==> src/rtl/oam_dma.sv <==
// Sprite-attribute DMA: a CPU write to $4014 halts the CPU and copies one 256-byte page to $2004.
// Optional odd-cycle alignment state is compiled in with OAM_DMA_ALIGN_EN.
module oam_dma (
    input  logic        clk,
    input  logic        reset,
    input  logic [15:0] cpu_addr,
    input  logic [7:0]  cpu_wdata,
    input  logic        cpu_rw,
    input  logic [7:0]  bus_rdata,
    output logic        rdy,
    output logic        dma_active,
    output logic [15:0] dma_addr,
    output logic        dma_rw,
    output logic [7:0]  dma_wdata
);

    typedef enum logic [2:0] {
        S_IDLE  = 3'd0,
        S_HALT  = 3'd1,
`ifdef OAM_DMA_ALIGN_EN
        S_ALIGN = 3'd2,
`endif
        S_READ  = 3'd3,
        S_WRITE = 3'd4
    } state_t;

    state_t      state_q, state_d;
    logic [7:0]  page_q, page_d;
    logic [7:0]  idx_q, idx_d;
    logic [7:0]  latch_q, latch_d;
    logic        rdy_q, rdy_d;
    logic        dma_active_q, dma_active_d;
    logic [15:0] dma_addr_q, dma_addr_d;
    logic        dma_rw_q, dma_rw_d;
    logic [7:0]  dma_wdata_q, dma_wdata_d;
`ifdef OAM_DMA_ALIGN_EN
    logic        parity_q, parity_d;
`endif

    always_ff @(posedge clk) begin
        if (reset) begin
            state_q      <= S_IDLE;
            rdy_q        <= 1'b1;
            dma_active_q <= 1'b0;
            dma_addr_q   <= 16'h0000;
            dma_rw_q     <= 1'b1;
            dma_wdata_q  <= 8'h00;
        end else begin
            state_q      <= state_d;
            rdy_q        <= rdy_d;
            dma_active_q <= dma_active_d;
            dma_addr_q   <= dma_addr_d;
            dma_rw_q     <= dma_rw_d;
            dma_wdata_q  <= dma_wdata_d;
        end
`ifdef OAM_DMA_ALIGN_EN
        parity_q <= reset ? 1'b0 : parity_d;
`endif
        page_q  <= page_d;
        idx_q   <= idx_d;
        latch_q <= latch_d;
    end

    always_comb begin
        state_d = state_q;
        page_d  = page_q;
        idx_d   = idx_q;
        latch_d = latch_q;
`ifdef OAM_DMA_ALIGN_EN
        parity_d = ~parity_q;
`endif
        case (state_q)
            S_IDLE: begin
                if (cpu_addr == 16'h4014 && !cpu_rw) begin
                    page_d  = cpu_wdata;
                    idx_d   = 8'h00;
                    state_d = S_HALT;
                end
            end
            // The 6502 ignores RDY on write cycles, so wait for a read before taking the bus.
            S_HALT: begin
                if (cpu_rw) begin
`ifdef OAM_DMA_ALIGN_EN
                    state_d = parity_q ? S_ALIGN : S_READ;
`else
                    state_d = S_READ;
`endif
                end
            end
`ifdef OAM_DMA_ALIGN_EN
            S_ALIGN: state_d = S_READ;
`endif
            S_READ: begin
                latch_d = bus_rdata;
                state_d = S_WRITE;
            end
            S_WRITE: begin
                idx_d   = idx_q + 8'h01;
                state_d = (idx_q == 8'hFF) ? S_IDLE : S_READ;
            end
            default: state_d = S_IDLE;
        endcase
    end

    // Outputs are decoded from the next state so they line up with the state register.
    always_comb begin
        rdy_d        = 1'b1;
        dma_active_d = 1'b0;
        dma_addr_d   = dma_addr_q;
        dma_rw_d     = 1'b1;
        dma_wdata_d  = dma_wdata_q;
        case (state_d)
            S_HALT: rdy_d = 1'b0;
`ifdef OAM_DMA_ALIGN_EN
            S_ALIGN: rdy_d = 1'b0;
`endif
            S_READ: begin
                rdy_d        = 1'b0;
                dma_active_d = 1'b1;
                dma_addr_d   = {page_d, idx_d};
            end
            S_WRITE: begin
                rdy_d        = 1'b0;
                dma_active_d = 1'b1;
                dma_addr_d   = 16'h2004;
                dma_rw_d     = 1'b0;
                dma_wdata_d  = latch_d;
            end
            default: ;
        endcase
    end

    assign rdy        = rdy_q;
    assign dma_active = dma_active_q;
    assign dma_addr   = dma_addr_q;
    assign dma_rw     = dma_rw_q;
    assign dma_wdata  = dma_wdata_q;

endmodule

==> config.mk <==
export PLATFORM = sky130hd
export DESIGN_NAME = oam_dma
export DESIGN_NICKNAME = d
export VERILOG_FILES = /design/src/rtl/oam_dma.sv
export SDC_FILE = /design/constraint.sdc
export NUM_CORES = 1
export LEC_CHECK = 0
export ABC_CLOCK_PERIOD_IN_PS = 4900
export BUFFER_PORTS_ARGS = -buffer_cell sky130_fd_sc_hd__buf_2
export CAP_MARGIN = 20
export CORE_UTILIZATION = 43
export CTS_CLUSTER_DIAMETER = 50
export DETAILED_ROUTE_END_ITERATION = 8
export GPL_TIMING_DRIVEN = 1
export PLACE_DENSITY = 0.69
export SETUP_SLACK_MARGIN = 0.2
export SLEW_MARGIN = 20
export SYNTH_ARGS = -nofsm -noshare
export SYNTH_HDL_FRONTEND = slang
export SYNTH_SLANG_ARGS = --single-unit
export TNS_END_PERCENT = 20
==> constraint.sdc <==
create_clock -name clk -period 4.9 [get_ports clk]
set_input_delay 0.49 -clock clk [delete_from_list [all_inputs] [get_ports clk]]
set_output_delay 0.49 -clock clk [all_outputs]
set_load 0.02 [all_outputs]
==> flow_summary_export.csv, run 1 <==
group,metric,value,unit
layout,area_delta_synth_final,17.2,%
power_and_ir_drop,total_power,0.000626,W
cts,numClockSinks,46,
setup_path,crit_slowest_cell,"nor2b_1",
die,io_pins,62,
synth,syn_avg_cell_area,8.79,sq um
cts,clk_pin_slew_worst_paths,0.08,ns
die,fp.coreArea,4820,sq um
sta,slew_headroom,0.379,
setup_path,endpoint_kind,"register",
cts,cts_root_buf,"clkbuf_8",
placement,dp_hpwl,3770,um
routing,drt_pass1_iterations,5,
sta,max_freq,406,MHz
routing,wire_per_inst,15.1,um
synth,yosysTopAreaCellShare,0.421,
die,fp.dieH,73.3,um
synth,syn_area,2190,sq um
synth,synthTopCellsByArea,"dfxtp_1 (42%), nand2_1 (6.3%), o31ai_1 (4.1%)",
placement,gp_congestion,0.816,
sta,finalHoldViolations,0,
sta,fin_crit_sh,0.503,
cts,ctsResizeCount,0,
routing,drt_wl_total,5530,um
synth,synth_warnings,0,
synth,synthTopCellsByCount,"dfxtp_1 (46), nand2_1 (37), a21oi_1 (16)",
cts,clock_latency,0.30,ns
die,chipWidth,73.3,um
grt,grt_overflow,0,
synth,yosysSeqAreaShare,0.421,
sta,min_period,2.47,ns
cts,cts_buffers,5,
cts,cts_tree,"yes",
power_and_ir_drop,vdd_drop_max,137,uV
die,num_rows,25,
grt,grt_pass1_wl,8850,um
sta,finClkSkew,0.00455,ns
grt,grt_pass1_vias,1849,
synth,synth_edf_count,0,
setup_path,start_kind,"register",
setup_path,path_cells,"nor2b_1, and3b_1, o21ai_1, o31ai_1",
die,start_util,0.454,
die,die-area,5380,sq um
cts,postCtsSetupRepairBufs,0,
sta,rsz0062_at_grt,"false",
grt,grt_max_degree,17,
layout,drive_gt1_frac,0.273,
cts,cts_htree_levels,2,
sta,setup-tns-final,0,ns
layout,n_antenna_cell,0,
routing,via_per_inst,5.69,
grt,antenna_found_initial,0,
placement,port_buffers,61,
cts,cts_hold_buffers,0,
routing,drcViolationCount,0,
synth,synth.most_common_cell,"dfxtp_1",
grt,grt_usage,0.219,
synth,synth_flop_cell,"dfxtp_1",
setup_path,slowest_delay,0.78,ns
sta,tightest_slew,0.930,ns
setup_path,cp.required,5.11,ns
setup_path,cp.arrival,2.68,ns
flow_run,drv_cap,0,
routing,via_count,2089,
synth,ys_types,55,
synth,syn_inst,249,
synth,synthArstFlopShare,0,
setup_path,path_class,"reg2reg",
synth,yosysTopAreaCell,"dfxtp_1",
power_and_ir_drop,leakage,1.06,nW
synth,syn_nets,285,
cts,clk_path_buf_depth,2,
setup_path,path_max_fanout,15,
status,status,"completed",
hold_path,hp-class,"in2reg",
routing,drtIter0Drc,130,
layout,nets,336,
routing,ant_nets,0,
sta,slew_viol_final,0,
synth,synth_seq_cells,46,
sta,setup_viol,0,
power_and_ir_drop,powerDensity,244,nW/um^2
## logic make-up (layout without fill, tap and decap cells)
logic type / Yosys count / count (layout) / synth area share
adders and majority gates: 1 / 1 / 0.00572
and+or+nand+nor: 95 / 95 / 0.250
AOI/OAI and AO/OA: 79 / 79 / 0.252
buffers and inverters: 24 / 75 / 0.0560
xor gates and xnor gates: 4 / 4 / 0.0160
DFF: 46 / 46 / 0.421
## placed cells by master (no fill, tap or decap), types with 3 or more instances in the layout
cell,count
buf_2,61
dfxtp_1,46
nand2_1,37
a21oi_1,16
o21ai_0,14
nand3_1,12
o31ai_1,12
a21boi_0,9
nor2_1,8
and3_1,8
a32oi_1,8
inv_1,7
clkbuf_8,5
nand4_1,4
nor4_1,3
o21a_1,3
xor2_1,3
## sequential cells by signal (all words and copies together), names as in the netlist
name	count
dma_rw	1
dma_addr	16
dma_active	1
dma_wdata	8
page_q	8
idx_q	8
state_q	3
rdy	1
## stage by stage
stage	hold slack [ns]	std cells	util	setup WS [ns]	instance area, sq um
2_1_floorplan	0.451	249	-	3.04	2190
3_3_place_gp	0.439	360	0.515	2.48	2480
3_5_place_dp	0.443	360	0.515	2.47	2480
4_1_cts	0.391	367	0.532	2.45	2560
5_1_grt	0.401	367	0.532	2.25	2560
6_report	0.400	367	0.532	2.43	2560
## routing by layer
layer  global-route usage  vias to the layer above  share of wire
li1                     -                     1017              -
met1                0.279                      990           0.45
met2                0.357                       75           0.48
met3               0.0480                        7          0.062
met4               0.0919                        0          0.014
met5                    0                        -              0
## power by group
part	switching (W)	total, W	internal [W]
Combinational	0.0000143	0.0000284	0.0000140
Sequential	0.0000000467	0.000373	0.000373
Clock	0.000126	0.000224	0.0000980
Total	0.000141	0.000626	0.000485
## path summary, 6_finish.rpt
path         slack [ns]  cells past startpoint           end         start
min                0.40                      2     page_q[5]  cpu_wdata[5]
max reg2reg        2.43                      4   dma_addr[4]    state_q[0]
min reg2reg        0.45                      2  dma_wdata[5]  dma_wdata[5]
max                2.43                      4   dma_addr[4]    state_q[0]
## critical path, delay by kind of cell, from the launching register on
| kind | cells | cell delay (ns) |
|---|---|---|
| DFF | 1 | 0.47 |
| AOI/OAI and AO/OA | 2 | 0.48 |
| and+or+nand+nor | 2 | 1.43 |
## area by class of cell
cell class                      count  area [sq um]
Fill cell                         476          2250
Multi-Input combinational cell    179          1150
Sequential cell                    46           921
Timing Repair Buffer               61           305
Tap cell                           67          83.8
Clock buffer                        6          72.6
Inverter                            7          26.3
Clock inverter                      1          7.51
Power figures use the tool's default switching activity.
==> inputs of run 2 (changes only) <==
- ABC_CLOCK_PERIOD_IN_PS: 4900 -> 2100
- PLACE_DENSITY: 0.69 -> 0.72
- clock period: 4.9 -> 2.1 ns (I/O delays scaled with it)
==> flow_summary_export.csv, run 2 (same netlist as run 1, synthesis figures left out) <==
group,metric,value,unit
status,status,"completed",
routing,drtIter0Drc,150,
sta,fin_crit_sh,0.852,
die,fp.coreArea,4820,sq um
cts,clock_latency,0.30,ns
die,io_pins,62,
layout,multiInputGateArea,1140,sq um
sta,setup_viol,0,
sta,setup-tns-final,0,ns
cts,ctsResizeCount,0,
cts,numClockSinks,46,
grt,grt_overflow,0,
hold_path,holdPathStages,2,
setup_path,endpoint_kind,"register",
grt,grt_usage,0.229,
power_and_ir_drop,total_power,0.00161,W
layout,area_delta_synth_final,21.7,%
cts,clk_pin_slew_worst_paths,0.09,ns
sta,tightest_slew,0.544,ns
sta,slew_headroom,0.635,
cts,clk_path_buf_depth,2,
routing,ant_nets,0,
layout,largest_reg_flops,16,
setup_path,cp.required,2.31,ns
placement,dp_hpwl,4090,um
placement,port_buffers,61,
cts,cts_hold_buffers,0,
setup_path,cp-endpoint,"dma_addr[2]",
layout,fillers,484,
sta,slew_viol_final,0,
cts,cts_root_buf,"clkbuf_8",
cts,cts_tree,"yes",
routing,drt_wl_total,5660,um
setup_path,path_class,"reg2reg",
setup_path,worstSetupStartpoint,"idx_q[1]",
layout,seq_area,922,sq um
layout,final_common_cell,"buf_2",
routing,drt_pass1_iterations,4,
cts,cts_htree_levels,2,
layout,drive_gt1_frac,0.300,
sta,finalHoldViolations,0,
setup_path,cp.arrival,2.00,ns
die,start_util,0.454,
setup_path,path_max_fanout,16,
setup_path,r2r_slack,0.31,ns
die,num_rows,25,
routing,via_per_inst,5.69,
hold_path,hp-class,"in2reg",
layout,nets,345,
routing,wire_per_inst,15.0,um
cts,postCtsSetupRepairBufs,0,
routing,drcViolationCount,0,
grt,grt_max_degree,17,
setup_path,start_kind,"register",
grt,grt_pass1_wl,9400,um
sta,rsz0062_at_grt,"true",
power_and_ir_drop,leakage,1.13,nW
routing,via_count,2147,
grt,grt_pass1_vias,2048,
die,fp.dieH,73.3,um
layout,final_cell_mix,"buf_2 (61), dfxtp_1 (45), nand2_1 (37)",
layout,final_util,0.553,
setup_path,timing.rr.start,"idx_q[1]",
flow_run,drv_cap,0,
sta,finClkSkew,0.00490,ns
setup_path,r2r_end,"dma_addr[2]",
die,chipWidth,73.3,um
placement,place_area,2550,sq um
power_and_ir_drop,vdd_drop_max,448,uV
sta,max_freq,559,MHz
setup_path,worstRegToRegCells,5,
layout,stdcell_area,2660,sq um
layout,n_antenna_cell,0,
sta,min_period,1.79,ns
cts,cts_buffers,5,
die,die-area,5380,sq um
grt,antenna_found_initial,0,
power_and_ir_drop,powerDensity,604,nW/um^2
placement,gp_congestion,0.856,
-- run 2: cell type report --
cell class	count	share of cell area
inverter	7	0.00987
clock inverter	3	0.0164
multi-input combinational	179	0.430
clock buffer	5	0.0258
timing repair buffer	70	0.140
tap	67	0.0315
sequential	46	0.346
-- run 2: worst min-delay path by stage --
stage / startpoint / endpoint / slack [ns]
detailed placement: cpu_wdata[5] / page_q[5] / 0.43
global placement: cpu_wdata[5] / page_q[5] / 0.43
CTS: cpu_wdata[5] / page_q[5] / 0.11
finish: cpu_wdata[5] / page_q[5] / 0.12
floorplan: reset / dma_addr[13] / 0.29
global route: cpu_wdata[5] / page_q[5] / 0.12
-- run 2: critical path, cell delays in order, from the launching register on --
cell      delay, ns
dfxtp_1        0.46
ha_1           0.25
nand4_1        0.13
o21a_4         0.30
or2_0          0.26
a221oi_1       0.29
-- run 2: power by group --
group	leakage, nW	total, W	internal [W]	switching (W)
registers	0.371	0.000871	0.000871	0.000000108
clock network	0.0585	0.000669	0.000357	0.000312
logic	0.699	0.0000667	0.0000331	0.0000336
-- run 2: through the flow --
stage               instances  worst slack [ns]  hold WS, ns
floorplan                 249             0.516        0.289
global placement          369             0.371        0.430
detailed placement        369             0.317        0.431
CTS                       377             0.303        0.114
global route              377             0.179        0.122
finish                    377             0.311        0.117
-- run 2: routing by layer --
metal	vias up	GRT usage	wire length [um]
li1	1044	-	-
met1	1027	0.287	2500
met2	68	0.395	2720
met3	8	0.0453	366
met4	0	0.0726	74
met5	-	0	0
